### config.mk
export PLATFORM = sky130hd
export DESIGN_NAME = instr_encoder
export DESIGN_NICKNAME = d
export VERILOG_FILES = /design/src/rtl/instr_encoder.sv
export SDC_FILE = /design/constraint.sdc
export NUM_CORES = 1
export LEC_CHECK = 0
export CORE_MARGIN = 2
export CORE_UTILIZATION = 40
export CTS_CLUSTER_SIZE = 8
export DETAILED_ROUTE_END_ITERATION = 12
export PLACE_DENSITY = 0.61
export SLEW_MARGIN = 20
export SYNTH_ARGS = -nofsm -noshare
export SYNTH_HDL_FRONTEND = slang
export SYNTH_SLANG_ARGS = --single-unit
### constraint.sdc
create_clock -name clk -period 5.1 [get_ports clk]
set_clock_uncertainty 0.2 [all_clocks]
set_input_delay 0.51 -clock clk [delete_from_list [all_inputs] [get_ports clk]]
set_output_delay 0.51 -clock clk [all_outputs]
set_load 0.005 [all_outputs]
### src/rtl/instr_encoder.sv
// Packs symbolic MIPS-Lite3 instructions into 32-bit words, queues them, and
// streams them sequentially into instruction memory over a backpressured port.
module instr_encoder #(
  parameter int unsigned DEPTH     = 4,
  parameter int unsigned IM_AW     = 10,
  parameter int unsigned BASE_ADDR = 0
) (
  input  logic             clk,
  input  logic             rst_n,
  input  logic             clr,
  input  logic             in_valid,
  output logic             in_ready,
  input  logic [3:0]       in_kind,
  input  logic [4:0]       in_rs,
  input  logic [4:0]       in_rt,
  input  logic [4:0]       in_rd,
  input  logic [15:0]      in_imm,
  input  logic [25:0]      in_target,
  output logic             im_we,
  input  logic             im_ready,
  output logic [IM_AW-1:0] im_addr,
  output logic [31:0]      im_wdata,
  output logic [15:0]      wr_count,
  output logic             err
);

  localparam int unsigned PW = $clog2(DEPTH);
  localparam logic [IM_AW-1:0] BASE = IM_AW'(BASE_ADDR);

  logic [31:0] mem [DEPTH];
  logic [PW:0] wr_ptr, rd_ptr, wr_nxt, rd_nxt;
  logic [31:0] enc_word, head_nxt;
  logic        enc_legal, full, accept, push, pop;

  // Opcode/func packing; addiu deliberately uses 101000 to match this core's decoder.
  always_comb begin
    enc_word  = '0;
    enc_legal = 1'b1;
    case (in_kind)
      4'd0:    enc_word = {6'b000000, in_rs, in_rt, in_rd, 5'b00000, 6'b100001};
      4'd1:    enc_word = {6'b000000, in_rs, in_rt, in_rd, 5'b00000, 6'b100011};
      4'd2:    enc_word = {6'b001101, in_rs, in_rt, in_imm};
      4'd3:    enc_word = {6'b100011, in_rs, in_rt, in_imm};
      4'd4:    enc_word = {6'b101011, in_rs, in_rt, in_imm};
      4'd5:    enc_word = {6'b000100, in_rs, in_rt, in_imm};
      4'd6:    enc_word = {6'b001111, 5'b00000, in_rt, in_imm};
      4'd7:    enc_word = {6'b001000, in_rs, in_rt, in_imm};
      4'd8:    enc_word = {6'b101000, in_rs, in_rt, in_imm};
      4'd9:    enc_word = {6'b000000, in_rs, in_rt, in_rd, 5'b00000, 6'b101010};
      4'd10:   enc_word = {6'b000010, in_target};
      4'd11:   enc_word = {6'b000011, in_target};
      4'd12:   enc_word = {6'b000000, in_rs, 15'd0, 6'b001000};
      default: enc_legal = 1'b0;
    endcase
  end

  assign full     = (wr_ptr[PW] != rd_ptr[PW]) && (wr_ptr[PW-1:0] == rd_ptr[PW-1:0]);
  assign in_ready = rst_n && !clr && !full;
  assign accept   = in_valid && in_ready;
  assign push     = accept && enc_legal;
  assign pop      = im_we && im_ready && !clr;

  // Next head: a word pushed this cycle becomes head when it is the only entry left.
  always_comb begin
    wr_nxt   = push ? wr_ptr + 1'b1 : wr_ptr;
    rd_nxt   = pop ? rd_ptr + 1'b1 : rd_ptr;
    head_nxt = (push && (rd_nxt == wr_ptr)) ? enc_word : mem[rd_nxt[PW-1:0]];
  end

  always_ff @(posedge clk) begin
    if (push) mem[wr_ptr[PW-1:0]] <= enc_word;
  end

  always_ff @(posedge clk) begin
    if (!rst_n || clr) begin
      wr_ptr   <= '0;
      rd_ptr   <= '0;
      im_we    <= 1'b0;
      im_addr  <= BASE;
      im_wdata <= '0;
      wr_count <= '0;
      err      <= 1'b0;
    end else begin
      wr_ptr   <= wr_nxt;
      rd_ptr   <= rd_nxt;
      im_we    <= (wr_nxt != rd_nxt);
      im_wdata <= head_nxt;
      if (pop) begin
        im_addr <= im_addr + 1'b1;
        if (wr_count != 16'hFFFF) wr_count <= wr_count + 16'd1;
      end
      if (accept && !enc_legal) err <= 1'b1;
    end
  end

endmodule

==> results.cfg, run 1 <==
[final_layout]
final_common_cell = clkdlybuf4s50_1
final_util_pct = 50.9
layout-drive-gt1-share_pct = 7.97
antennaDiodeCount = 0
final_cell_mix = clkdlybuf4s50_1 (125), edfxtp_1 (124), dfxtp_1 (63)
final_cells = 1116
layout.nets = 901
multi_input_area_um2 = 3290
synthToLayoutAreaGrowth_pct = 24.6
final_cell_area_um2 = 10700
fillers = 1772
seq_area_um2 = 5030

[synthesis]
yosysTopAreaCell = edfxtp_1
ys_async_sr_fraction_pct = 0
yosysTopAreaCellShare_pct = 43.4
synthesis.area_um2 = 8590
synth.avg_cell_area_um2 = 11.9
synth_nets = 796
synth_enable_flop_cells = 124
yosysUniqueCellTypes = 63
yosysSeqAreaShare_pct = 58.5
synthCells = 723
yosys-top-cells-area = edfxtp_1 (43%), dfxtp_1 (15%), mux2i_1 (5.2%), a2111oi_0 (2.5%), nor2b_1 (2.4%)
yosys_warnings = 0
synth_ff_type = edfxtp_1
ys_ff_latch = 189

[worst_hold_path]
hp-class = reg2reg

[clock_tree]
cts_tree = done
cts_buffers = 17
clock-root-buffer = clkbuf_16
path_clk_slew_ns = 0.07
clock_sinks = 189
cts_resized = 0
cts_max_path_buffers = 2
htreeDepth = 4
ctsHoldBuffers = 0
clk_latency_ns = 0.43
post-cts-setup-buffers = 0

[routing]
firstDrtPassIters = 4
drc = 0
routedWlPerCell_um = 19.7
drtIter0Drc = 346
drt-total-wl_mm = 22.0
antenna_left = 0
viasPerCell = 5.71
via_count = 6371

[sta]
whs_ns = 0.297
clock.fmax_ghz = 0.309
finalHoldViolations = 0
fin_setup_tns_ns = 0
rsz0062_at_grt = no
tightest_slew_ns = 0.927
slew_headroom_pct = 38.2
timing.final.crit_share_pct = 63.5
finalCriticalPeriod_ns = 3.24
setup_viol_count_final = 0
slew_viol_final = 0

[place]
place_area_um2 = 10100
gp_congestion = 0.851
dp_hpwl_mm = 14.3
port_buffers = 125
dp.cells = 1084

[power_and_ir_drop]
ir_worst_vdd_uv = 229
clkPwrFrac_pct = 40.7
p_int_uw = 2530
p_sw_share_pct = 22.7
p_comb_share_pct = 8.0
pwr-share-seq_pct = 51.3
p_sw_uw = 740
leakage_uw = 0.00343
powerDensity_nw_per_um2 = 305

[worst_setup_path]
end_kind = output pin
cp.arrival_ns = 2.53
crit_path_start_kind = input port
required_ns = 4.39
path_max_fanout = 19
path_class = in2out

[die]
die-area_um2 = 22700
start_util_pct = 40.8
die_w_um = 151
io_pins = 127
placeableCoreArea_um2 = 21000
rows = 53
die_h_um = 151

[global_routing]
grt-ovfl-total = 0
track_usage_pct = 19.6
grt_pass1_wl_mm = 33.9
antenna_found_initial = 0
grt_max_degree = 69
first_global_vias = 6104

[run]
max-cap-violations = 0

[outcome]
status = complete, no violations
## area by class of cell
cell class | count | share of cell area [%]
timing repair buffer | 144 | 13.1
clock buffer | 19 | 4.05
tap | 275 | 3.22
multi-input combinational | 466 | 30.8
inverter | 10 | 0.351
clock inverter | 13 | 1.45
sequential | 189 | 47.0
## worst max-delay path, cell delays in order
cell and delay, ns:
clkdlybuf4s50_1 0.50, nand2b_1 0.59, a31oi_1 0.34, clkdlybuf4s50_1 0.58
## sequential cells by signal, summed over array words and instances, names as in the netlist
register / cells
err: 1
im_wdata: 31
wr_count: 16
wr_ptr: 3
im_addr: 10
mem: 124
rd_ptr: 3
im_we: 1
## path summary, 6_finish.rpt
check / cells after the start / endpoint / from / slack (ns)
worst max-delay path: 4 / in_ready / clr / 1.86
worst min-delay path: 2 / im_addr[1] / im_addr[1] / 0.30
worst max register to register: 6 / mem[2][24] / rd_ptr[1] / 1.87
worst min register to register: 2 / im_addr[1] / im_addr[1] / 0.30
## synth_stat cells (8+ instances only)
cell       number
mux2i_1        45
nand3_1        19
inv_1          10
nor2_1         46
and3_1         14
dfxtp_1        65
a31oi_1        28
nor3_1         10
nor2b_1        33
o2bb2ai_1      20
xnor2_1        15
nand2_1        29
edfxtp_1      124
a22o_1          8
a21oi_1        12
xor2_1         12
a2111oi_0      25
o221ai_1       21
a211oi_1       11
clkbuf_1       36
o21ai_0        25
buf_2          14
## per-stage QoR
step | total power (uW) | worst slack [ns]
6_report | 3270 | 1.86
3_3_place_gp | 1970 | 1.58
2_1_floorplan | 1830 | 2.14
4_1_cts | 3290 | 1.75
3_5_place_dp | 1970 | 1.54
5_1_grt | 3380 | 1.72
## power groups by stage
stage          registers [uW]  logic [uW]  clock network (uW)
2_1_floorplan            1710         125                   0
3_3_place_gp             1710         257                   0
3_5_place_dp             1710         261                   0
4_1_cts                  1680         263                1350
5_1_grt                  1680         284                1420
6_report                 1680         262                1330
## logic make-up after synthesis
family                   share of synthesized area [%]
other                                           0.0437
AO/OA/AOI/OAI                                     17.1
AND/OR/NAND/NOR                                   11.3
multiplexers                                      5.51
adder cells (fa/ha/maj)                           1.02
flip-flops                                        58.5
XOR/XNOR                                          3.13
buffers and inverters                             3.35
## routing by layer
layer / share of wire (%) / track usage [%] / vias up
met5: 0 / 0 / -
met4: 1.5 / 5.94 / 0
met3: 4.9 / 3.12 / 25
met2: 51 / 33.5 / 199
met1: 43 / 25.8 / 3135
li1: - / - / 3012
Note: power is estimated with default switching activity, not from simulation.
==> run 2, diff against run 1 <==
--- a/config.mk
+++ b/config.mk
@@ -9,7 +9,7 @@
 export CORE_UTILIZATION = 40
 export CTS_CLUSTER_SIZE = 8
 export DETAILED_ROUTE_END_ITERATION = 12
-export PLACE_DENSITY = 0.61
+export PLACE_DENSITY = 0.63
 export SLEW_MARGIN = 20
 export SYNTH_ARGS = -nofsm -noshare
 export SYNTH_HDL_FRONTEND = slang
==> constraint.sdc (replaced) <==
create_clock -name clk -period 2.61 [get_ports clk]
set_clock_uncertainty 0.2 [all_clocks]
set_input_delay 0.261 -clock clk [delete_from_list [all_inputs] [get_ports clk]]
set_output_delay 0.261 -clock clk [all_outputs]
set_load 0.005 [all_outputs]
==> results.cfg, run 2 (synthesis results as in run 1) <==
[worst_hold_path]
min_from = wr_count[1]
min_to = wr_count[1]
min_path_cells = 2
hp-class = reg2reg

[worst_setup_path]
crit_slowest_cell = buf_4
rr_worst_depth = 6
path_buf_inv = 2
path_max_fanout = 67
worstPathCellList = buf_4 -> nand2b_1 -> mux2_2 -> buf_4 -> o21ai_0 -> o31ai_1
crit_path_start_kind = flop
crit_start = rd_ptr[0]
reg2reg_to = im_wdata[13]
path_class = reg2reg
rrSetupSlack_ns = 0.21
cpPeakStageDelay_ns = 0.55
cpMostUsedCell = buf_4
required_ns = 2.73
reg2reg_from = rd_ptr[0]
path_delay_family = buffers and inverters
cp.arrival_ns = 2.52
end_kind = flop
crit_cells = 6

[die]
placeableCoreArea_um2 = 21000
io_pins = 127
die_w_um = 151
die_h_um = 151
start_util_pct = 40.8
rows = 53
die-area_um2 = 22700

[final_layout]
largest_reg_flops = 124
layout.nets = 938
layout-drive-gt1-share_pct = 12.6
antennaDiodeCount = 0
final_cell_area_um2 = 11100
final_cell_mix = clkdlybuf4s50_1 (125), edfxtp_1 (124), dfxtp_1 (63)
synthToLayoutAreaGrowth_pct = 28.9
final_common_cell = clkdlybuf4s50_1

[sta]
setup_viol_count_final = 0
slew_viol_final = 0
finalCriticalPeriod_ns = 2.40
timing.final.crit_share_pct = 92.0
finalHoldViolations = 0
clock.fmax_ghz = 0.416
fin_setup_tns_ns = 0
slew_headroom_pct = 36.4
rsz0062_at_grt = no
tightest_slew_ns = 0.950
whs_ns = 0.306

[global_routing]
grt-ovfl-total = 0
track_usage_pct = 20.3
grt_max_degree = 68
antenna_found_initial = 0
grt_pass1_wl_mm = 34.8
first_global_vias = 6511

[routing]
drc = 0
drt-total-wl_mm = 22.5
via_count = 6605
antenna_left = 0
firstDrtPassIters = 6
drtIter0Drc = 585
viasPerCell = 5.73
routedWlPerCell_um = 19.5

[clock_tree]
ctsHoldBuffers = 0
clock-root-buffer = clkbuf_16
cts_resized = 0
htreeDepth = 4
clk_latency_ns = 0.42
post-cts-setup-buffers = 0
path_clk_slew_ns = 0.07
cts_max_path_buffers = 2
clock_sinks = 189
cts_tree = done
cts_buffers = 17

[power_and_ir_drop]
leakage_uw = 0.00362
powerDensity_nw_per_um2 = 580
ir_worst_vdd_uv = 335

[place]
port_buffers = 125
dp_hpwl_mm = 15.4
gp_congestion = 0.808
place_area_um2 = 10500

[outcome]
status = complete, no violations

[run]
max-cap-violations = 0
## run 2: changes by cell type in the layout (fill, tap and decap cells not counted), sizes merged
cell	previous run	this run
inv	18	15
clkbuf	19	17
buf	19	56
clkinvlp	1	6
## run 2: area by class of cell
class | count | area [um2]
clock buffers | 17 | 425
clock inverters | 15 | 164
fillers | 1783 | 9950
inverters | 10 | 37.5
multi-input cells | 466 | 3290
flip-flops and latches | 189 | 5030
well taps | 275 | 344
repair buffers | 181 | 1780
## run 2: per-layer routing
layer  wire length, um  part of all wire (%)  vias up  GRT usage, %
li1                  -                     -     3079             -
met3              1260                   5.6       23          4.15
met5                 0                     0        -             0
met1              9760                    43     3269          26.3
met2             11200                    50      234          34.2
met4               301                   1.3        0          5.99
## run 2: worst min-delay path, delay by kind of cell, from the launching register on
family	cells	cell delay [ns]
AO/OA/AOI/OAI	1	0.06
flip-flops	1	0.34
AND/OR/NAND/NOR	1	0.06
## run 2: metrics by stage
step	total power, uW	util (%)	std cells	worst slack (ns)
6_report	6420	52.7	1153	0.208
5_1_grt	6640	52.7	1153	0.00885
4_1_cts	6470	52.7	1153	0.200
3_5_place_dp	3900	49.9	1121	0.0524
3_3_place_gp	3880	49.9	1121	0.128
2_1_floorplan	3580	-	723	0.218
## run 2: where the power goes
| part | switching [uW] | total, uW | internal [uW] |
|---|---|---|---|
| clock network | 1150 | 2580 | 1430 |
| logic | 282 | 559 | 278 |
| registers | 19.8 | 3270 | 3250 |
## run 2: worst max-delay path by stage
stage,to
detailed placement,im_wdata[29]
CTS,im_wdata[13]
finish,im_wdata[13]
global route,im_wdata[14]
global placement,im_wdata[2]
floorplan,mem[3][0]
